==> src/rtl/noc_pkg.sv <==
// Shared NoC definitions: flit layout, flit types and NI FSM states.
// Used by the network interface and the router ports.
package noc_pkg;

    localparam int FLIT_DATA_WIDTH = 32;
    localparam int NOC_ID_BITS = 4;
    localparam int NOC_PAYLOAD_W = FLIT_DATA_WIDTH - 2 * NOC_ID_BITS - 2;

    typedef enum logic [1:0] {
        HEAD     = 2'd0,
        BODY     = 2'd1,
        TAIL     = 2'd2,
        HEADTAIL = 2'd3
    } flit_type_e;

    typedef struct packed {
        logic [NOC_ID_BITS-1:0]   dest;
        logic [NOC_ID_BITS-1:0]   src;
        flit_type_e               ftype;
        logic [NOC_PAYLOAD_W-1:0] payload;
    } flit_t;

    typedef enum logic {
        I_IDLE = 1'b0,
        I_PKT  = 1'b1
    } inj_state_e;

    typedef enum logic {
        E_IDLE = 1'b0,
        E_PKT  = 1'b1
    } ej_state_e;

endpackage

==> src/rtl/credit_counter.sv <==
// Credit counter for one downstream buffer; starts full, flags
// returns that would exceed the granted number of slots.
module credit_counter #(
    parameter int CREDITS = 4,
    parameter int CW      = $clog2(CREDITS + 1)
) (
    input  logic          clk,
    input  logic          reset,
    input  logic          consume,
    input  logic          ret,
    output logic [CW-1:0] count,
    output logic          nonzero,
    output logic          overflow
);

    localparam logic [CW-1:0] FULL = CW'(CREDITS);

    assign nonzero  = (count != '0);
    assign overflow = ret && !consume && (count == FULL);

    always_ff @(posedge clk or negedge reset) begin
        if (!reset) begin
            count <= FULL;
        end else if (consume && !ret) begin
            count <= count - 1'b1;
        end else if (ret && !consume && !overflow) begin
            count <= count + 1'b1;
        end
    end

endmodule

==> src/rtl/network_interface.sv <==
// Local-port network interface: packetises core words into flits
// and reassembles ejected flits, flagging bad traffic.
module network_interface
    import noc_pkg::*;
#(
    parameter int NUM_ROUTERS    = 16,
    parameter int ROUTER_ID      = 0,
    parameter int CREDITS        = 4,
    parameter int ROUTER_ID_BITS = $clog2(NUM_ROUTERS),
    parameter int PAYLOAD_W      = FLIT_DATA_WIDTH - 2 * ROUTER_ID_BITS - 2
) (
    input  logic                       clk,
    input  logic                       reset,
    input  logic                       core_valid,
    output logic                       core_ready,
    input  logic [PAYLOAD_W-1:0]       core_data,
    input  logic [ROUTER_ID_BITS-1:0]  core_dest,
    input  logic                       core_last,
    output logic [FLIT_DATA_WIDTH-1:0] inj_data,
    output logic                       inj_valid,
    input  logic                       credit_return,
    input  logic [FLIT_DATA_WIDTH-1:0] ej_data_in,
    input  logic                       ej_valid_in,
    output logic                       ej_valid,
    output logic [PAYLOAD_W-1:0]       ej_payload,
    output logic [ROUTER_ID_BITS-1:0]  ej_src,
    output logic                       ej_last,
    output logic                       err_misroute,
    output logic                       err_protocol,
    output logic                       err_credit,
    output logic [15:0]                pkt_rx_count
);

    localparam int FW = FLIT_DATA_WIDTH;
    localparam int RB = ROUTER_ID_BITS;
    localparam int PW = PAYLOAD_W;
    localparam int CW = $clog2(CREDITS + 1);
    localparam logic [RB-1:0] MY_ID = RB'(ROUTER_ID);

    logic          hs;
    logic          credit_ovf;
    logic [CW-1:0] credit_cnt;

    assign hs = core_valid && core_ready;

    credit_counter #(
        .CREDITS(CREDITS)
    ) u_credit (
        .clk     (clk),
        .reset   (reset),
        .consume (hs),
        .ret     (credit_return),
        .count   (credit_cnt),
        .nonzero (core_ready),
        .overflow(credit_ovf)
    );

    inj_state_e    inj_st;
    logic [RB-1:0] dest_q;
    logic [RB-1:0] inj_dest;
    flit_type_e    inj_type;

    always_comb begin
        inj_dest = core_dest;
        inj_type = HEAD;
        if (inj_st == I_IDLE) begin
            inj_dest = core_dest;
            inj_type = core_last ? HEADTAIL : HEAD;
        end else begin
            inj_dest = dest_q;
            inj_type = core_last ? TAIL : BODY;
        end
    end

    always_ff @(posedge clk or negedge reset) begin
        if (!reset) begin
            inj_st     <= I_IDLE;
            dest_q     <= '0;
            inj_valid  <= 1'b0;
            inj_data   <= '0;
            err_credit <= 1'b0;
        end else begin
            inj_valid <= hs;
            if (hs) begin
                inj_data <= {inj_dest, MY_ID, inj_type, core_data};
                if (inj_st == I_IDLE) begin
                    dest_q <= core_dest;
                end
                inj_st <= core_last ? I_IDLE : I_PKT;
            end
            if (credit_ovf) begin
                err_credit <= 1'b1;
            end
        end
    end

    ej_state_e     ej_st;
    logic [RB-1:0] src_q;
    logic [RB-1:0] e_dest;
    logic [RB-1:0] e_src;
    flit_type_e    e_type;
    logic [PW-1:0] e_pay;

    assign e_dest = ej_data_in[FW-1 -: RB];
    assign e_src  = ej_data_in[FW-1-RB -: RB];
    assign e_type = flit_type_e'(ej_data_in[PW+1:PW]);
    assign e_pay  = ej_data_in[PW-1:0];

    always_ff @(posedge clk or negedge reset) begin
        if (!reset) begin
            ej_st        <= E_IDLE;
            src_q        <= '0;
            ej_valid     <= 1'b0;
            ej_payload   <= '0;
            ej_src       <= '0;
            ej_last      <= 1'b0;
            err_misroute <= 1'b0;
            err_protocol <= 1'b0;
            pkt_rx_count <= '0;
        end else begin
            ej_valid <= 1'b0;
            ej_last  <= 1'b0;
            if (ej_valid_in) begin
                if (e_dest != MY_ID) begin
                    err_misroute <= 1'b1;
                end
                unique case (e_type)
                    HEAD: begin
                        // an open packet is abandoned, not counted
                        if (ej_st == E_PKT) err_protocol <= 1'b1;
                        src_q      <= e_src;
                        ej_st      <= E_PKT;
                        ej_valid   <= 1'b1;
                        ej_payload <= e_pay;
                        ej_src     <= e_src;
                    end
                    HEADTAIL: begin
                        if (ej_st == E_PKT) err_protocol <= 1'b1;
                        ej_st        <= E_IDLE;
                        ej_valid     <= 1'b1;
                        ej_last      <= 1'b1;
                        ej_payload   <= e_pay;
                        ej_src       <= e_src;
                        pkt_rx_count <= pkt_rx_count + 16'd1;
                    end
                    BODY: begin
                        if (ej_st == E_PKT) begin
                            ej_valid   <= 1'b1;
                            ej_payload <= e_pay;
                            ej_src     <= src_q;
                        end else begin
                            err_protocol <= 1'b1;
                        end
                    end
                    TAIL: begin
                        if (ej_st == E_PKT) begin
                            ej_st        <= E_IDLE;
                            ej_valid     <= 1'b1;
                            ej_last      <= 1'b1;
                            ej_payload   <= e_pay;
                            ej_src       <= src_q;
                            pkt_rx_count <= pkt_rx_count + 16'd1;
                        end else begin
                            err_protocol <= 1'b1;
                        end
                    end
                endcase
            end
        end
    end

endmodule

==> config.mk <==
export PLATFORM = sky130hd
export DESIGN_NAME = network_interface
export DESIGN_NICKNAME = d
export VERILOG_FILES = /design/src/rtl/noc_pkg.sv /design/src/rtl/credit_counter.sv /design/src/rtl/network_interface.sv
export SDC_FILE = /design/constraint.sdc
export NUM_CORES = 1
export LEC_CHECK = 0
export CAP_MARGIN = 20
export CELL_PAD_IN_SITES_DETAIL_PLACEMENT = 0
export CELL_PAD_IN_SITES_GLOBAL_PLACEMENT = 1
export CORE_ASPECT_RATIO = 1.4
export CORE_MARGIN = 1
export CORE_UTILIZATION = 30
export DETAILED_ROUTE_END_ITERATION = 12
export GPL_ROUTABILITY_DRIVEN = 0
export PLACE_DENSITY_LB_ADDON = 0.1
export SYNTH_ARGS = -nofsm -noshare
export SYNTH_HDL_FRONTEND = slang
export SYNTH_SLANG_ARGS = --single-unit
export TNS_END_PERCENT = 10
==> constraint.sdc <==
create_clock -name clk -period 2 [get_ports clk]
set_input_delay 0.5 -clock clk [delete_from_list [all_inputs] [get_ports clk]]
set_output_delay 0.5 -clock clk [all_outputs]
set_load 0.03 [all_outputs]
==> impl_metrics.py <==
metrics = {
    "cts": {
        "htree_num_levels": 3,
        "path_clk_slew_ns": 0.07,
        "ctsHoldBuffers": 0,
        "cts_root_buf": "clkbuf_16",
        "cts_buffers": 9,
        "cts.path.max_buffers": 2,
        "cts_tree": "yes",
        "worstSkewPairLatency_ns": 0.34,
        "cts.sinks": 85,
    },
    "placement": {
        "portBuffers": 140,
        "pre_cts_slack_ns": -0.3626,
        "dp_hpwl_um": 6319,
        "place_area_mm2": 0.005340,
    },
    "finish": {
        "antennaDiodeCount": 0,
        "area_growth_pct": 56.38,
        "fin_area_mm2": 0.005674,
        "nFillCells": 1099,
        "multiInputGateArea_mm2": 0.001395,
        "nets": 543,
        "drive_above_1_share_pct": 17.19,
        "regArea_mm2": 0.002128,
    },
    "pwr": {
        "ir_worst_vdd_mv": 0.7094,
        "total_power_mw": 7.131,
        "power.density_mw_per_mm2": 1257,
        "power.leakage_nw": 2.632,
    },
    "grt": {
        "grt_pass1_wl_um": 14320,
        "antenna_found_initial": 0,
        "grt_pass1_vias": 2831,
        "grt_max_degree": 32,
        "overflow": 0,
        "grt_use_total_pct": 14.94,
    },
    "yosys": {
        "synth_top_cell_by_area": "dfrtp_1",
        "synth_ff_type": "dfrtp_1",
        "synth_seq_cells": 85,
        "synth_compound_area_share_pct": 4.448,
        "syn_inst": 311,
        "synth_edf_count": 0,
        "synthTopCellsByArea": "dfrtp_1 (58%), nand2_1 (8.6%), mux2_2 (8.4%)",
        "syn_area_mm2": 0.003628,
        "synth_fa_ha_area_share_pct": 2.276,
        "synth_top_area_share_pct": 57.93,
        "ys_warn_count": 0,
        "synthMuxAreaShare_pct": 11.52,
        "yosysSeqAreaShare_pct": 58.66,
        "synth.distinct_cells": 45,
        "synthXorXnorAreaFrac_pct": 4.586,
        "synthSimpleGateAreaFrac_pct": 14.72,
        "async_reset_ff_share_pct": 100.0,
        "synth_top_family_by_area": "simple AND/OR/NAND/NOR gates",
        "avgSynthCellArea_um2": 11.67,
    },
    "status": {
        "status": "completed",
    },
    "sta": {
        "fin_worst_skew_ns": 0.008316,
        "setup-violations-final": 0,
        "finalHoldViolCount": 0,
        "slew_viol_final": 0,
        "fin_ws_ns": 0.01538,
        "worst_hold_slack_ns": 0.07627,
        "min_period_over_period_pct": 99.23,
        "rsz0062_at_grt": "true",
        "max_freq_mhz": 503.9,
        "fin_crit_ns": 1.985,
    },
    "worst_setup_path": {
        "crit_fanout": 2,
        "worstPathArrival_ns": 2.23,
        "critPathRequiredTime_ns": 2.25,
        "crit_type": "in2reg",
        "cp-start-kind": "primary input",
        "endpoint_kind": "register",
    },
    "routing": {
        "vias": 2749,
        "wl_per_cell_um": 13.91,
        "first_pass_iters": 4,
        "wl_um": 8677,
        "drtIter0Drc": 57,
        "viasPerCell": 4.405,
        "antenna_left": 0,
        "drcViolationCount": 0,
    },
    "run": {
        "maxCapViolations": 0,
    },
    "floorplanning": {
        "die_x_um": 94.95,
        "coreArea_mm2": 0.01182,
        "num_rows": 47,
        "die_y_um": 132.1,
        "initial_core_util_pct": 30.70,
        "io_pins": 145,
        "dieArea_mm2": 0.01254,
    },
    "hold_path": {
        "worstHoldPathType": "in2async",
    },
}
-- cell type report --
type | instances | area share, %
clock inverters | 5 | 1.455
inverters | 10 | 0.7497
well taps | 147 | 3.241
flip-flops and latches | 85 | 37.51
multi-input cells | 204 | 24.59
clock buffers | 10 | 4.212
repair buffers | 163 | 28.25
-- registers in the layout, indices dropped and copies added (netlist names) --
| name | cells |
|---|---|
| err_misroute | 1 |
| src_q | 4 |
| u_credit.count | 3 |
| err_protocol | 1 |
| inj_valid | 1 |
| ej_last | 1 |
| err_credit | 1 |
| pkt_rx_count | 16 |
| inj_data | 25 |
| ej_valid | 1 |
| ej_st | 1 |
| dest_q | 3 |
| ej_payload | 22 |
| inj_st | 1 |
| ej_src | 4 |
-- metrics by stage --
stage / cells / utilization (%) / setup TNS (ns)
global route: 624 / 48.00 / -0.06501
finish: 624 / 48.00 / 0
CTS: 624 / 47.92 / 0
detailed placement: 609 / 45.18 / -11.88
floorplan: 314 / - / -0.1170
global placement: 609 / 45.18 / -12.26
-- timing repair --
item	CTS	global route
resized for setup	8	4
pin swaps	2	4
buffers inserted	0	0
endpoints found under the setup margin	7	13
-- layout by cell type (no fill, tap or decap), types with 3 or more instances in the layout --
cell             instances
clkbuf_16                9
nand3_1                  6
xor2_1                   5
nand2_1                 83
and3_1                   4
xnor2_1                 14
mux2_4                   4
dlygate4sd2_1            4
buf_4                   22
nor2_1                   6
dlymetal6s2s_1           4
inv_6                    3
clkdlybuf4s50_1        130
mux2_2                  27
ha_1                     5
conb_1                   4
nand4_1                  4
o21ai_0                  8
dfrtp_1                 84
mux2i_1                  4
inv_1                    9
-- path summary, 6_finish.rpt --
check                                  startpoint           endpoint  slack [ns]  depth (start not counted)
max in group asynchronous                   reset     ej_payload[17]        1.31                          2
min in group clk                     err_protocol       err_protocol        0.46                          1
worst min register to register       err_protocol       err_protocol        0.46                          1
worst max register to register  u_credit.count[2]  u_credit.count[1]        0.02                          9
worst max-delay path                   core_valid  u_credit.count[1]        0.02                          9
worst min-delay path                        reset    pkt_rx_count[5]        0.08                          1
-- worst max-delay path, stage by stage --
cell,delay (ns)
clkdlybuf4s50_1,0.58
nand2_8,0.08
inv_6,0.06
nand2b_4,0.04
fa_1,0.44
o21bai_1,0.17
a31oi_1,0.14
o21ai_1,0.08
a22oi_1,0.13
-- cell families (layout without fill, tap and decap cells) --
logic type,count (synthesis),after routing
and+or+nand+nor,114,114
xor gates and xnor gates,19,19
buffers and inverters,25,188
DFF,85,85
AOI/OAI and AO/OA,25,25
other,1,4
muxes,36,36
adders and majority gates,6,6
-- layer usage --
| metal | vias to the layer above | share of wire [%] | global-route usage (%) |
|---|---|---|---|
| met5 | - | 0 | 0 |
| met4 | 0 | 1.8 | 6.061 |
| met3 | 13 | 5.0 | 3.806 |
| met2 | 72 | 52 | 25.70 |
| met1 | 1321 | 41 | 17.36 |
| li1 | 1343 | - | - |
-- Yosys cell counts (2+ instances only) --
cell type  instances
a21o_1             2
a21oi_1            2
and3_1             4
buf_2              8
buf_4              4
buf_6              2
dfrtp_1           84
ha_1               5
inv_1              9
mux2_2            27
mux2_4             4
mux2i_1            4
nand2_1           83
nand2b_1           3
nand3_1            6
nand4_1            4
nor2_1             6
o21ai_0            9
o21bai_1           2
xnor2_1           14
xor2_1             5
-- power by group --
part           switching, mW  internal (mW)  total [mW]
clock                  0.695           1.13        1.82
sequential             0.278           2.17        2.45
combinational           1.59           1.27        2.86
Power figures use the tool's default switching activity.
